[src/rtl/cpu_wb_arbiter_pkg.sv]
// Shared write-back definitions: datapath widths and requester encoding.
// Imported by cpu_wb_scoreboard and cpu_wb_arbiter.
`timescale 1ns/1ps
package cpu_defs;

  localparam int DATA_W = 32;
  localparam int ADDR_W = 5;
  localparam int NREG   = 32;

  typedef enum logic {
    REQ_EX  = 1'b0,
    REQ_LSU = 1'b1
  } req_e;

  function automatic req_e req_other(input req_e r);
    req_e o;
    case (r)
      REQ_EX:  o = REQ_LSU;
      REQ_LSU: o = REQ_EX;
      default: o = REQ_EX;
    endcase
    return o;
  endfunction

endpackage

[src/rtl/cpu_wb_scoreboard.sv]
// Pending-write scoreboard for long-latency destinations.
// Tracks busy registers and raises a stall when an id operand hits one.
`timescale 1ns/1ps
module cpu_wb_scoreboard
  import cpu_defs::*;
#(
  parameter int ADDR_W = cpu_defs::ADDR_W,
  parameter int NREG   = cpu_defs::NREG
) (
  input  logic              clk,
  input  logic              rst_n,
  input  logic              set_en_i,
  input  logic [ADDR_W-1:0] set_addr_i,
  input  logic              clr_en_i,
  input  logic [ADDR_W-1:0] clr_addr_i,
  input  logic [ADDR_W-1:0] raddr1_i,
  input  logic [ADDR_W-1:0] raddr2_i,
  input  logic [ADDR_W-1:0] rd_i,
  output logic              stall_o
);

  logic [NREG-1:0] busy_q;
  logic [NREG-1:0] busy_d;
  logic            hit1_s;
  logic            hit2_s;
  logic            hit_rd_s;

  // A write landing this cycle is served by the file's bypass, so it does not stall.
  function automatic logic sb_hit(input logic [NREG-1:0]   busy,
                                  input logic [ADDR_W-1:0] a,
                                  input logic              clr_en,
                                  input logic [ADDR_W-1:0] clr_addr);
    return (a != {ADDR_W{1'b0}}) && busy[a] && !(clr_en && (clr_addr == a));
  endfunction

  // Next busy vector: clear first so a same-index set overrides it.
  always_comb begin
    busy_d = busy_q;
    if (clr_en_i) begin
      busy_d[clr_addr_i] = 1'b0;
    end else begin
      busy_d = busy_q;
    end
    if (set_en_i && (set_addr_i != {ADDR_W{1'b0}})) begin
      busy_d[set_addr_i] = 1'b1;
    end else begin
      busy_d[0] = 1'b0;
    end
    busy_d[0] = 1'b0;
  end

  // Busy vector register.
  always_ff @(posedge clk) begin
    if (!rst_n) begin
      busy_q <= {NREG{1'b0}};
    end else begin
      busy_q <= busy_d;
    end
  end

  // Hazard lookups on both sources and the candidate destination.
  always_comb begin
    hit1_s   = sb_hit(busy_q, raddr1_i, clr_en_i, clr_addr_i);
    hit2_s   = sb_hit(busy_q, raddr2_i, clr_en_i, clr_addr_i);
    hit_rd_s = sb_hit(busy_q, rd_i, clr_en_i, clr_addr_i);
    if (!rst_n) begin
      stall_o = 1'b0;
    end else begin
      stall_o = hit1_s | hit2_s | hit_rd_s;
    end
  end

endmodule

[src/rtl/cpu_wb_arbiter.sv]
// Register-file write-port arbiter between ex and lsu, plus load scoreboard.
// Define PRIRV32_WB_RR_EN for round-robin arbitration; default is fixed lsu>ex.
`timescale 1ns/1ps
module cpu_wb_arbiter
  import cpu_defs::*;
#(
  parameter int DATA_W = cpu_defs::DATA_W,
  parameter int ADDR_W = cpu_defs::ADDR_W,
  parameter int NREG   = cpu_defs::NREG
) (
  input  logic              clk,
  input  logic              rst_n,
  input  logic              ex_valid_i,
  input  logic [ADDR_W-1:0] ex_waddr_i,
  input  logic [DATA_W-1:0] ex_wdata_i,
  output logic              ex_ready_o,
  input  logic              lsu_valid_i,
  input  logic [ADDR_W-1:0] lsu_waddr_i,
  input  logic [DATA_W-1:0] lsu_wdata_i,
  output logic              lsu_ready_o,
  input  logic              issue_i,
  input  logic [ADDR_W-1:0] issue_rd_i,
  input  logic [ADDR_W-1:0] raddr1_i,
  input  logic [ADDR_W-1:0] raddr2_i,
  output logic              stall_o,
  output logic              we_o,
  output logic [ADDR_W-1:0] waddr_o,
  output logic [DATA_W-1:0] wdata_o
);

  logic gnt_ex_s;
  logic gnt_lsu_s;
  logic both_s;

  assign both_s = ex_valid_i & lsu_valid_i;

`ifdef PRIRV32_WB_RR_EN
  req_e ptr_q;
  req_e ptr_d;

  // Preferred requester flips only when it wins a contested cycle.
  always_comb begin
    ptr_d = ptr_q;
    if (rst_n && both_s) begin
      ptr_d = req_other(ptr_q);
    end else begin
      ptr_d = ptr_q;
    end
  end

  // Round-robin pointer register.
  always_ff @(posedge clk) begin
    if (!rst_n) begin
      ptr_q <= REQ_EX;
    end else begin
      ptr_q <= ptr_d;
    end
  end
`endif

  // Grant selection: one winner per cycle, nothing while in reset.
  always_comb begin
    gnt_ex_s  = 1'b0;
    gnt_lsu_s = 1'b0;
    if (!rst_n) begin
      gnt_ex_s  = 1'b0;
      gnt_lsu_s = 1'b0;
    end else if (both_s) begin
`ifdef PRIRV32_WB_RR_EN
      if (ptr_q == REQ_LSU) begin
        gnt_lsu_s = 1'b1;
      end else begin
        gnt_ex_s = 1'b1;
      end
`else
      gnt_lsu_s = 1'b1;
`endif
    end else begin
      gnt_ex_s  = ex_valid_i;
      gnt_lsu_s = lsu_valid_i;
    end
  end

  // Write-port mux driven straight from the grants.
  always_comb begin
    ex_ready_o  = gnt_ex_s;
    lsu_ready_o = gnt_lsu_s;
    we_o        = gnt_ex_s | gnt_lsu_s;
    waddr_o     = {ADDR_W{1'b0}};
    wdata_o     = {DATA_W{1'b0}};
    if (gnt_lsu_s) begin
      waddr_o = lsu_waddr_i;
      wdata_o = lsu_wdata_i;
    end else if (gnt_ex_s) begin
      waddr_o = ex_waddr_i;
      wdata_o = ex_wdata_i;
    end else begin
      waddr_o = {ADDR_W{1'b0}};
      wdata_o = {DATA_W{1'b0}};
    end
  end

  cpu_wb_scoreboard #(
    .ADDR_W (ADDR_W),
    .NREG   (NREG)
  ) u_scoreboard (
    .clk        (clk),
    .rst_n      (rst_n),
    .set_en_i   (issue_i),
    .set_addr_i (issue_rd_i),
    .clr_en_i   (gnt_lsu_s),
    .clr_addr_i (lsu_waddr_i),
    .raddr1_i   (raddr1_i),
    .raddr2_i   (raddr2_i),
    .rd_i       (issue_rd_i),
    .stall_o    (stall_o)
  );

endmodule
[config.mk]
export PLATFORM = sky130hd
export DESIGN_NAME = cpu_wb_arbiter
export DESIGN_NICKNAME = d
export VERILOG_FILES = /design/src/rtl/cpu_wb_arbiter_pkg.sv /design/src/rtl/cpu_wb_scoreboard.sv /design/src/rtl/cpu_wb_arbiter.sv
export SDC_FILE = /design/constraint.sdc
export NUM_CORES = 1
export LEC_CHECK = 0
export ABC_CLOCK_PERIOD_IN_PS = 1620
export BUFFER_PORTS_ARGS = -buffer_cell sky130_fd_sc_hd__buf_2
export CAP_MARGIN = 5
export CORE_AREA = 2 2 84 86
export DETAILED_ROUTE_END_ITERATION = 8
export DIE_AREA = 0 0 86 88
export PLACE_DENSITY = 0.74
export SLEW_MARGIN = 0
export SYNTH_ARGS = -nofsm -noshare
export SYNTH_HDL_FRONTEND = slang
export SYNTH_SLANG_ARGS = --single-unit
[constraint.sdc]
create_clock -name clk -period 1.62 [get_ports clk]
set_input_delay 0 -clock clk [delete_from_list [all_inputs] [get_ports clk]]
set_output_delay 0 -clock clk [all_outputs]
set_load 0.005 [all_outputs]
==> qor.yml, run 1 <==
critical_path:
  crit_type: "reg -> out"
  critical_path_required_ns: 1.62
  slowest_stage: "mux4_2"
  max_stage_delay_ns: 0.51
  critPathLaunchType: "flip-flop"
  crit_top_cell: "mux4_2"
  rrSetupSlack_ns: 0.73
  path_cells: "mux4_2 -> mux4_2 -> a21oi_2 -> o211ai_1 -> buf_2"
  endpoint_kind: "output pin"
  crit_fanout: 2
  critPathArrivalTime_ns: 1.92
synthesis:
  ys_top_cells_by_area: "dfxtp_1, a22o_1, mux4_2"
  syn_avg_cell_area_um2: 8.43
  seq_area_frac_synth_pct: 22.3
  ys_warn_count: 0
  synthTopCellsByCount: "nand2_1, a22o_1, o21ai_0, a21boi_0, dfxtp_1"
  yosys.cell_types.count: 45
  synth-main-ff-cell: "dfxtp_1"
  async_flop_share_pct: 0
  synth.largest_area_cell: "dfxtp_1"
  synth_area_um2: 2780
  netlist_instances: 330
  synth_edf_count: 0
  post-synth-top-count-cell: "nand2_1"
  yosys_register_bits: 31
  synthDominantCellAreaShare_pct: 22.3
  syn-num-nets: 424
routing:
  routed_via_density: 6.00
  drtAntennaViolNets: 0
  wl_per_cell_um: 19.1
  drt_iter0_drc: 325
  drt_wl_total_mm: 10.6
  drc: 0
  vias: 3335
  firstDrtPassIters: 5
flow_run:
  drv_cap: 0
floorplanning:
  ios: 135
  placementRows: 30
  core_um2: 6640
  die_area_um2: 7570
  die-width_um: 86
  initial_core_util_pct: 41.9
  die_y_um: 88
sta:
  finalWorstSetupSlack_ns: -0.305
  final.setup_skew_ns: 0
  max_freq_mhz: 520
  slew_viol_final: 0
  slew_headroom_pct: 66.6
  final_hold_viol_count: 0
  tightest_slew_ns: 0.499
  fin_crit_sh_pct: 119
  min_period_ns: 1.92
  rsz0062_at_grt: "true"
  whs_ns: 0.222
  finalSetupViolations: 1
global_routing:
  grtUsageTotal_pct: 27.0
  antenna_found_initial: 0
  grt_pass1_vias: 3006
  grt_remaining_overflow: 0
  grt_max_degree: 39
  grt_pass1_wl_mm: 15.7
outcome:
  violations: "negative setup slack"
  status: "finished, violations left"
cts:
  ctsHoldBuffers: 0
  clk_path_buf_depth: 2
  numCtsBuffers: 5
  clk_latency_ns: 0.29
  root_buffer: "clkbuf_8"
  clkTransAtPathRegs_ns: 0.06
  cts.sinks: 31
  cts_tree: "yes"
  cts_max_level: 2
placed_design:
  gp_congestion: 0.956
  portBuffers: 134
  hpwl_mm: 8.25
  dp.cells: 545
power_and_ir_drop:
  p_per_area_nw_per_um2: 526
  p_total_mw: 2.00
  p_leak_nw: 1.72
  vdd_ir_drop_max_uv: 260
final_layout:
  fin_nets: 570
  top_register: "u_scoreboard.busy_q"
  syn_to_final_growth_pct: 36.7
  largest_reg_flops: 31
  final_cells: 556
  largest_registers: "u_scoreboard.busy_q: 31 flops"
  antenna_cells: 0
  drive_gt1_share_pct: 43.3
worst_hold_path:
  holdCritPathClass: "in -> reg"
## cell families (layout without fill, tap and decap cells)
group | after synthesis | after routing | synth area share [%]
buffers and inverters | 40 | 186 | 5.98
AOI/OAI and AO/OA | 122 | 122 | 32.1
muxes | 33 | 33 | 20.5
and+or+nand+nor | 91 | 91 | 15.1
DFF | 31 | 31 | 22.3
xor gates and xnor gates | 13 | 13 | 4.09
## metrics by stage
step	TNS, ns	util, %	cell area [µm²]	setup WS (ns)
2_1_floorplan	0	-	2780	0.150
3_3_place_gp	-0.0697	55.4	3680	-0.0697
3_5_place_dp	-0.0894	55.4	3680	-0.0894
4_1_cts	-0.308	57.2	3800	-0.308
5_1_grt	-0.353	57.3	3800	-0.353
6_report	-0.305	57.3	3800	-0.305
## layout by cell type (no fill, tap or decap), types with 3 or more instances in the layout
cell type,n
a211o_1,3
a21boi_0,31
a221oi_1,3
a22o_1,37
buf_2,134
buf_4,37
clkbuf_8,6
dfxtp_1,26
dfxtp_2,5
inv_1,7
mux2_2,3
mux2i_1,13
mux4_1,3
mux4_2,14
nand2_1,48
nand2b_1,3
nand3_1,8
nand3b_1,3
nand4_1,3
nor2_1,9
nor3_1,4
o21ai_0,32
xnor2_1,8
xor2_1,5
## timing repair
action / in CTS / in global routing
resized for setup: 8 / 2
buffers inserted: 4 / 0
setup endpoints to repair: 1 / 1
pin swaps: 1 / 0
## where the power goes
group          internal [mW]  switching (mW)  leakage [nW]
Combinational          0.297           0.310          1.42
Sequential             0.773         0.00757         0.253
Clock                  0.332           0.281        0.0470
Total                   1.40           0.599          1.72
## area by class of cell
| type | instances | area, µm² |
|---|---|---|
| Tap cell | 80 | 100 |
| Sequential cell | 31 | 627 |
| Inverter | 7 | 26.3 |
| Fill cell | 625 | 2840 |
| Clock inverter | 1 | 5.00 |
| Clock buffer | 6 | 82.6 |
| Multi-Input combinational cell | 259 | 2000 |
| Timing Repair Buffer | 172 | 968 |
## final timing paths
path	to	cells past startpoint	start
worst min register to register	u_scoreboard.busy_q[30]$_SDFF_PN0_	2	u_scoreboard.busy_q[30]$_SDFF_PN0_
worst max-delay path	stall_o	5	u_scoreboard.busy_q[31]$_SDFF_PN0_
worst min-delay path	u_scoreboard.busy_q[30]$_SDFF_PN0_	3	rst_n
worst max register to register	u_scoreboard.busy_q[23]$_SDFF_PN0_	3	u_scoreboard.busy_q[23]$_SDFF_PN0_
## critical path: cells and delay by family, from the launching register on
family | cells | cell delay, ns
compound gates | 2 | 0.21
buf+inv | 1 | 0.14
flops | 1 | 0.32
mux | 2 | 0.97
## per-layer routing
metal / vias to the layer above / routed length [µm] / track usage, % / share of wire [%]
li1: 1536 / - / - / -
met1: 1581 / 4610 / 39.0 / 43
met2: 197 / 4750 / 39.4 / 45
met3: 21 / 1020 / 5.84 / 9.6
met4: 0 / 248 / 10.4 / 2.3
met5: - / 0 / 0 / 0
(Power assumes the default switching activity.)
==> run 2: changes to the inputs <==
--- a/config.mk
+++ b/config.mk
@@ -12,6 +12,7 @@
 export DETAILED_ROUTE_END_ITERATION = 8
 export DIE_AREA = 0 0 86 88
 export PLACE_DENSITY = 0.74
+export REMOVE_ABC_BUFFERS = 1
 export SLEW_MARGIN = 0
 export SYNTH_ARGS = -nofsm -noshare
 export SYNTH_HDL_FRONTEND = slang
==> run 2 against run 1 <==
  * Power rose by 3.6%
  * Via count rose by 0.21%
  * Final area grew 0.49%
  * Highest routed layer unchanged
  * Routed wire length is 2.7% higher
  * The run still ends with negative setup slack left
  * Global-route usage up 0.43 points
  * Critical path depth up 3
  * Cell count increased by 0.36%
  * First-iteration DRC count is 22% lower
  * Critical path type unchanged
  * Sequential share of layout area shrank 0.18 points
  * Die area unchanged
  * Count of clock-buffer cells in the layout increased by 2
  * Largest power group unchanged
  * Fmax is 1.2% lower
==> qor.yml, run 2 (same netlist as run 1, synthesis figures left out) <==
sta:
  slew_headroom_pct: 66.0  # -0.61 points
  finalWorstSetupSlack_ns: -0.327  # -0.0229 ns
  finalSetupViolations: 1  # unchanged
  tightest_slew_ns: 0.506  # +0.00675 ns
  final_hold_viol_count: 0  # unchanged
  slew_viol_final: 0  # unchanged
  max_freq_mhz: 514  # -1.2%
  rsz0062_at_grt: "true"
  min_period_ns: 1.95  # +0.0229 ns
  final.setup_skew_ns: 0  # unchanged
  fin_crit_sh_pct: 120  # +1.4 points
  tns_ns: -0.327  # -0.0229 ns
routing:
  routed_via_density: 5.99  # -0.15%
  drt_wl_total_mm: 10.9  # +2.7%
  drtAntennaViolNets: 0  # unchanged
  drc: 0  # unchanged
  firstDrtPassIters: 5  # unchanged
  drt_iter0_drc: 252  # -22%
  wl_per_cell_um: 19.6  # +2.3%
  vias: 3342  # +0.21%
cts:
  cts_tree: "yes"
  ctsHoldBuffers: 0  # unchanged
  root_buffer: "clkbuf_8"
  numCtsBuffers: 5  # unchanged
  cts_setup_buffers: 0  # -4
  clk_latency_ns: 0.28  # about the same
  cts_max_level: 2  # unchanged
  cts.sinks: 31  # unchanged
  clkTransAtPathRegs_ns: 0.07  # about the same
  clk_path_buf_depth: 2  # unchanged
final_layout:
  largest_reg_flops: 31  # unchanged
  fill_cells: 628  # +0.48%
  fin_util_pct: 57.6  # +0.28 points
  largest_registers: "u_scoreboard.busy_q: 31 flops"
  drive_gt1_share_pct: 42.1  # -1.2 points
  antenna_cells: 0  # unchanged
  final_cells: 558  # +0.36%
  top_register: "u_scoreboard.busy_q"
  mostFrequentLayoutCell: "buf_2"
  syn_to_final_growth_pct: 37.4
  mostFrequentLayoutCells: "buf_2, nand2_1, buf_4"
  fin_nets: 571  # +0.18%
floorplanning:
  ios: 135  # unchanged
  initial_core_util_pct: 41.9  # unchanged
  die_area_um2: 7570  # unchanged
  placementRows: 30  # unchanged
  die-width_um: 86  # unchanged
  core_um2: 6640  # unchanged
  die_y_um: 88  # unchanged
critical_path:
  endpoint_kind: "output pin"
  critPathArrivalTime_ns: 1.95  # +0.03 ns
  crit_type: "reg -> out"
  cp_top_family: "multiplexers"
  max_stage_delay_ns: 0.46  # -0.05 ns
  path_cells: "buf_4 -> mux4_2 -> mux2i_1 -> a211o_1 -> nand2_1 -> nand4_1 -> o211ai_1 -> buf_2"
  critical_path_required_ns: 1.62  # about the same
  slowest_stage: "mux4_2"
  crit_buf_inv: 2  # +1
  crit_fanout: 3  # +1
  critPathLaunchType: "flip-flop"
global_routing:
  grtUsageTotal_pct: 27.5  # +0.43 points
  grt_pass1_wl_mm: 16.0  # +1.8%
  grt_pass1_vias: 3196  # +6.3%
  grt_max_degree: 39  # unchanged
  antenna_found_initial: 0  # unchanged
  grt_remaining_overflow: 0  # unchanged
power_and_ir_drop:
  p_comb_share_pct: 29.6  # -0.7 points
  seqPwrFrac_pct: 37.6  # -1.4 points
  p_per_area_nw_per_um2: 542  # +3.0%
  power.internal_mw: 1.46  # +4.1%
  vdd_ir_drop_max_uv: 484  # +87%
  p_leak_nw: 1.73  # +1.1%
  p_total_mw: 2.07  # +3.6%
  swShare_pct: 29.6  # -0.39 points
  power.net_switching_uw: 612  # +2.2%
  p_clk_share_pct: 32.8  # +2.1 points
placed_design:
  gp_congestion: 0.958  # +0.19%
  portBuffers: 134  # unchanged
  pre_cts_slack_ns: -0.0912  # -0.00176 ns
  dp.cells: 550  # +0.92%
  hpwl_mm: 8.68  # +5.3%
outcome:
  violations: "negative setup slack"
  status: "finished, violations left"
worst_hold_path:
  holdCritPathClass: "in -> reg"
flow_run:
  drv_cap: 0  # unchanged
## run 2: area by class of cell
| cell class | instances | area, µm² | share of cell area [%] |
|---|---|---|---|
| Clock buffer | 8 | 100 | 2.62 |
| Tap cell | 80 | 100 | 2.62 |
| Sequential cell | 31 | 623 | 16.3 |
| Timing Repair Buffer | 173 | 976 | 25.5 |
| Multi-Input combinational cell | 259 | 2000 | 52.3 |
| Inverter | 7 | 26.3 | 0.687 |
## run 2: path summary, 6_finish.rpt
| path | endpoint | cells past startpoint | slack, ns | start |
|---|---|---|---|---|
| max | stall_o | 8 | -0.33 | u_scoreboard.busy_q[31]$_SDFF_PN0_ |
| min | u_scoreboard.busy_q[12]$_SDFF_PN0_ | 2 | 0.07 | rst_n |
| max reg2reg | u_scoreboard.busy_q[16]$_SDFF_PN0_ | 3 | 0.76 | u_scoreboard.busy_q[16]$_SDFF_PN0_ |
| min reg2reg | u_scoreboard.busy_q[11]$_SDFF_PN0_ | 2 | 0.52 | u_scoreboard.busy_q[11]$_SDFF_PN0_ |
## run 2: repair_timing
item / CTS / global route
gates resized for setup: 3 / 1
setup endpoints to repair: 1 / 1
pin swaps: 1 / 1
## run 2: power by group through the flow
| stage | combinational [mW] | sequential, mW | clock [mW] |
|---|---|---|---|
| floorplan | 0.233 | 0.795 | 0 |
| CTS | 0.610 | 0.779 | 0.691 |
| global placement | 0.596 | 0.795 | 0 |
| global route | 0.656 | 0.780 | 0.721 |
| finish | 0.613 | 0.779 | 0.680 |
| detailed placement | 0.605 | 0.796 | 0 |
## run 2: metrics by stage
| step | hold WS (ns) | instance area (µm²) |
|---|---|---|
| 2_1_floorplan | 0.0899 | 2640 |
| 3_3_place_gp | 0.279 | 3720 |
| 3_5_place_dp | 0.281 | 3720 |
| 4_1_cts | 0.0622 | 3820 |
| 5_1_grt | 0.0713 | 3820 |
| 6_report | 0.0654 | 3820 |
## run 2: per-layer routing
| metal | up-vias | global-route usage (%) | routed length [µm] |
|---|---|---|---|
| met4 | 0 | 13.0 | 403 |
| met1 | 1541 | 31.9 | 4170 |
| met2 | 228 | 48.8 | 5240 |
| met3 | 31 | 5.09 | 1100 |
| li1 | 1542 | - | - |
| met5 | - | 0 | 0 |
==> run 3: changes to the inputs <==
--- a/config.mk
+++ b/config.mk
@@ -11,7 +11,9 @@
 export CORE_AREA = 2 2 84 86
 export DETAILED_ROUTE_END_ITERATION = 8
 export DIE_AREA = 0 0 86 88
+export GPL_ROUTABILITY_DRIVEN = 0
 export PLACE_DENSITY = 0.74
+export RECOVER_POWER = 50
 export REMOVE_ABC_BUFFERS = 1
 export SLEW_MARGIN = 0
 export SYNTH_ARGS = -nofsm -noshare
==> run 3 against run 2 <==
  * The flow still finishes with violations (negative setup slack)
  * Fmax fell by 0.59%
  * Routed wire length rose by 2.3%
  * Via count rose by 0.87%
  * Global-route usage rose by 0.93 points
  * Final area fell by 0.85%
  * Cell count fell by 0.54%
  * Register-to-register slack got worse by 0.03 ns
  * Hold slack improved by 0.12 ns
  * Clock power fell by 19%
  * Combinational power rose by 1%
  * Sequential cell count did not move
  * Critical path type unchanged
==> qor.yml, run 3 (same netlist as run 1, synthesis figures left out) <==
sta:
  tns_ns: -2.15  # -1.83 ns
  min_period_ns: 1.96  # +0.0115 ns
  max_freq_mhz: 510  # -0.59%
  slew_headroom_pct: 53.7  # -12 points
  final.setup_skew_ns: 0  # unchanged
  final_hold_viol_count: 0  # unchanged
  finalWorstSetupSlack_ns: -0.339  # -0.0115 ns
  finalSetupViolations: 38  # +37
  tightest_slew_ns: 0.695  # +0.189 ns
  fin_crit_sh_pct: 121  # +0.71 points
  slew_viol_final: 0  # unchanged
  rsz0062_at_grt: "true"
critical_path:
  critPathLaunchType: "flip-flop"
  critPathArrivalTime_ns: 1.96  # about the same
  crit_fanout: 2  # -1
  slowest_stage: "mux4_2"
  max_stage_delay_ns: 0.49  # +0.03 ns
  rrSetupSlack_ns: 0.73  # -0.03 ns
  critical_path_required_ns: 1.62  # about the same
  crit_top_cell: "mux4_2"
  cp_top_family: "multiplexers"
  crit_type: "reg -> out"
  crit_buf_inv: 1  # -1
  path_cells: "mux4_2 -> mux4_2 -> a21oi_2 -> o211ai_1 -> buf_2"
  endpoint_kind: "output pin"
final_layout:
  ff_latch_area_um2: 623  # unchanged
  fill_cells: 618  # -1.6%
  largest_reg_flops: 31  # unchanged
  antenna_cells: 0  # unchanged
  mostFrequentLayoutCell: "buf_2"
  top_register: "u_scoreboard.busy_q"
  fin_nets: 570  # -0.18%
  mostFrequentLayoutCells: "buf_2, nand2_1, a22o_1"
  syn_to_final_growth_pct: 36.2
  largest_registers: "u_scoreboard.busy_q: 31 flops"
  multiInputGateArea_um2: 2010  # +0.50%
  drive_gt1_share_pct: 42.3  # +0.27 points
  final_cells: 555  # -0.54%
global_routing:
  grt_max_degree: 39  # unchanged
  grt_remaining_overflow: 0  # unchanged
  grtUsageTotal_pct: 28.4  # +0.93 points
  grt_pass1_wl_mm: 16.3  # +1.8%
  antenna_found_initial: 0  # unchanged
  grt_pass1_vias: 3094  # -3.2%
placed_design:
  hpwl_mm: 8.70  # +0.16%
  dp.cells: 548  # -0.36%
  portBuffers: 134  # unchanged
  pre_cts_slack_ns: -0.133  # -0.0418 ns
routing:
  drt_wl_total_mm: 11.2  # +2.3%
  firstDrtPassIters: 5  # unchanged
  drtAntennaViolNets: 0  # unchanged
  drt_iter0_drc: 346  # +37%
  routed_via_density: 6.07  # +1.4%
  vias: 3371  # +0.87%
  drc: 0  # unchanged
  wl_per_cell_um: 20.1  # +2.8%
cts:
  root_buffer: "clkbuf_8"
  cts_tree: "yes"
  numCtsBuffers: 5  # unchanged
  cts_max_level: 2  # unchanged
  clk_latency_ns: 0.28  # about the same
  clk_path_buf_depth: 2  # unchanged
  clkTransAtPathRegs_ns: 0.06  # about the same
  cts.sinks: 31  # unchanged
  ctsHoldBuffers: 0  # unchanged
floorplanning:
  ios: 135  # unchanged
  die_area_um2: 7570  # unchanged
  die-width_um: 86  # unchanged
  core_um2: 6640  # unchanged
  initial_core_util_pct: 41.9  # unchanged
  placementRows: 30  # unchanged
  die_y_um: 88  # unchanged
power_and_ir_drop:
  p_leak_nw: 1.70  # -2.1%
  p_total_mw: 1.95  # -5.7%
  power.net_switching_uw: 597  # -2.4%
  p_comb_share_pct: 31.7  # +2.1 points
  vdd_ir_drop_max_uv: 410  # -15%
  seqPwrFrac_pct: 39.9  # +2.3 points
  power.internal_mw: 1.36  # -7.1%
  p_per_area_nw_per_um2: 515  # -4.9%
  p_clk_share_pct: 28.4  # -4.4 points
  swShare_pct: 30.6  # +1.0 points
outcome:
  status: "finished, violations left"
  violations: "negative setup slack"
worst_hold_path:
  holdCritPathClass: "in -> reg"
flow_run:
  drv_cap: 0  # unchanged
==> run 3: cell types whose count changed in the layout (fill, tap and decap cells not counted), moves of 2 or more <==
cell	previous run	this run
mux4_2	12	14
clkbuf_8	7	5
mux4_1	5	3
clkbuf_1	1	3
buf_4	38	35
==> run 3: through the flow <==
| stage | utilization (%) | cell area (µm²) | hold slack [ns] |
|---|---|---|---|
| floorplan | - | 2640 | 0.0899 |
| detailed placement | 56.0 | 3720 | 0.278 |
| CTS | 57.2 | 3800 | 0.175 |
| global route | 57.1 | 3790 | 0.226 |
| finish | 57.1 | 3790 | 0.182 |
| global placement | 56.0 | 3720 | 0.279 |
==> run 3: path summary, 6_finish.rpt <==
check,startpoint,endpoint,cells after the start
setup / recovery,u_scoreboard.busy_q[29]$_SDFF_PN0_,stall_o,5
hold / removal,issue_rd_i[3],u_scoreboard.busy_q[18]$_SDFF_PN0_,4
setup reg to reg,u_scoreboard.busy_q[20]$_SDFF_PN0_,u_scoreboard.busy_q[20]$_SDFF_PN0_,3
hold reg to reg,u_scoreboard.busy_q[5]$_SDFF_PN0_,u_scoreboard.busy_q[5]$_SDFF_PN0_,2
==> run 3: worst register-to-register path, delay by kind of cell (launching register included) <==
kind            cells  cell delay [ns]
flops               1             0.34
compound gates      2             0.33
buf+inv             1             0.12
==> run 3: metal layers <==
layer  share of wire, %  GRT usage [%]
met1                 38           34.1
met5                  0              0
met2                 47           49.4
met4                4.6           13.0
met3                 10           5.09
==> run 3: repair_timing <==
action                                  in CTS  in global routing
pin swaps                                    1                  0
endpoints found under the setup margin       1                  1
gates resized for setup                      3                  6
gates cloned                                 0                  0
buffers inserted                             1                  0
==> run 3: cell type report <==
class | instances | area share [%]
clock buffer | 6 | 1.91
inverter | 7 | 0.693
multi-input combinational | 259 | 53.0
sequential | 31 | 16.4
tap | 80 | 2.64
timing repair buffer | 172 | 25.3
==> run 3: power by group through the flow <==
| stage | Combinational, mW | Sequential (mW) | Clock, mW |
|---|---|---|---|
| floorplan | 0.233 | 0.795 | 0 |
| global placement | 0.600 | 0.795 | 0 |
| finish | 0.619 | 0.780 | 0.554 |
| CTS | 0.614 | 0.779 | 0.561 |
| detailed placement | 0.608 | 0.796 | 0 |
| global route | 0.661 | 0.780 | 0.593 |
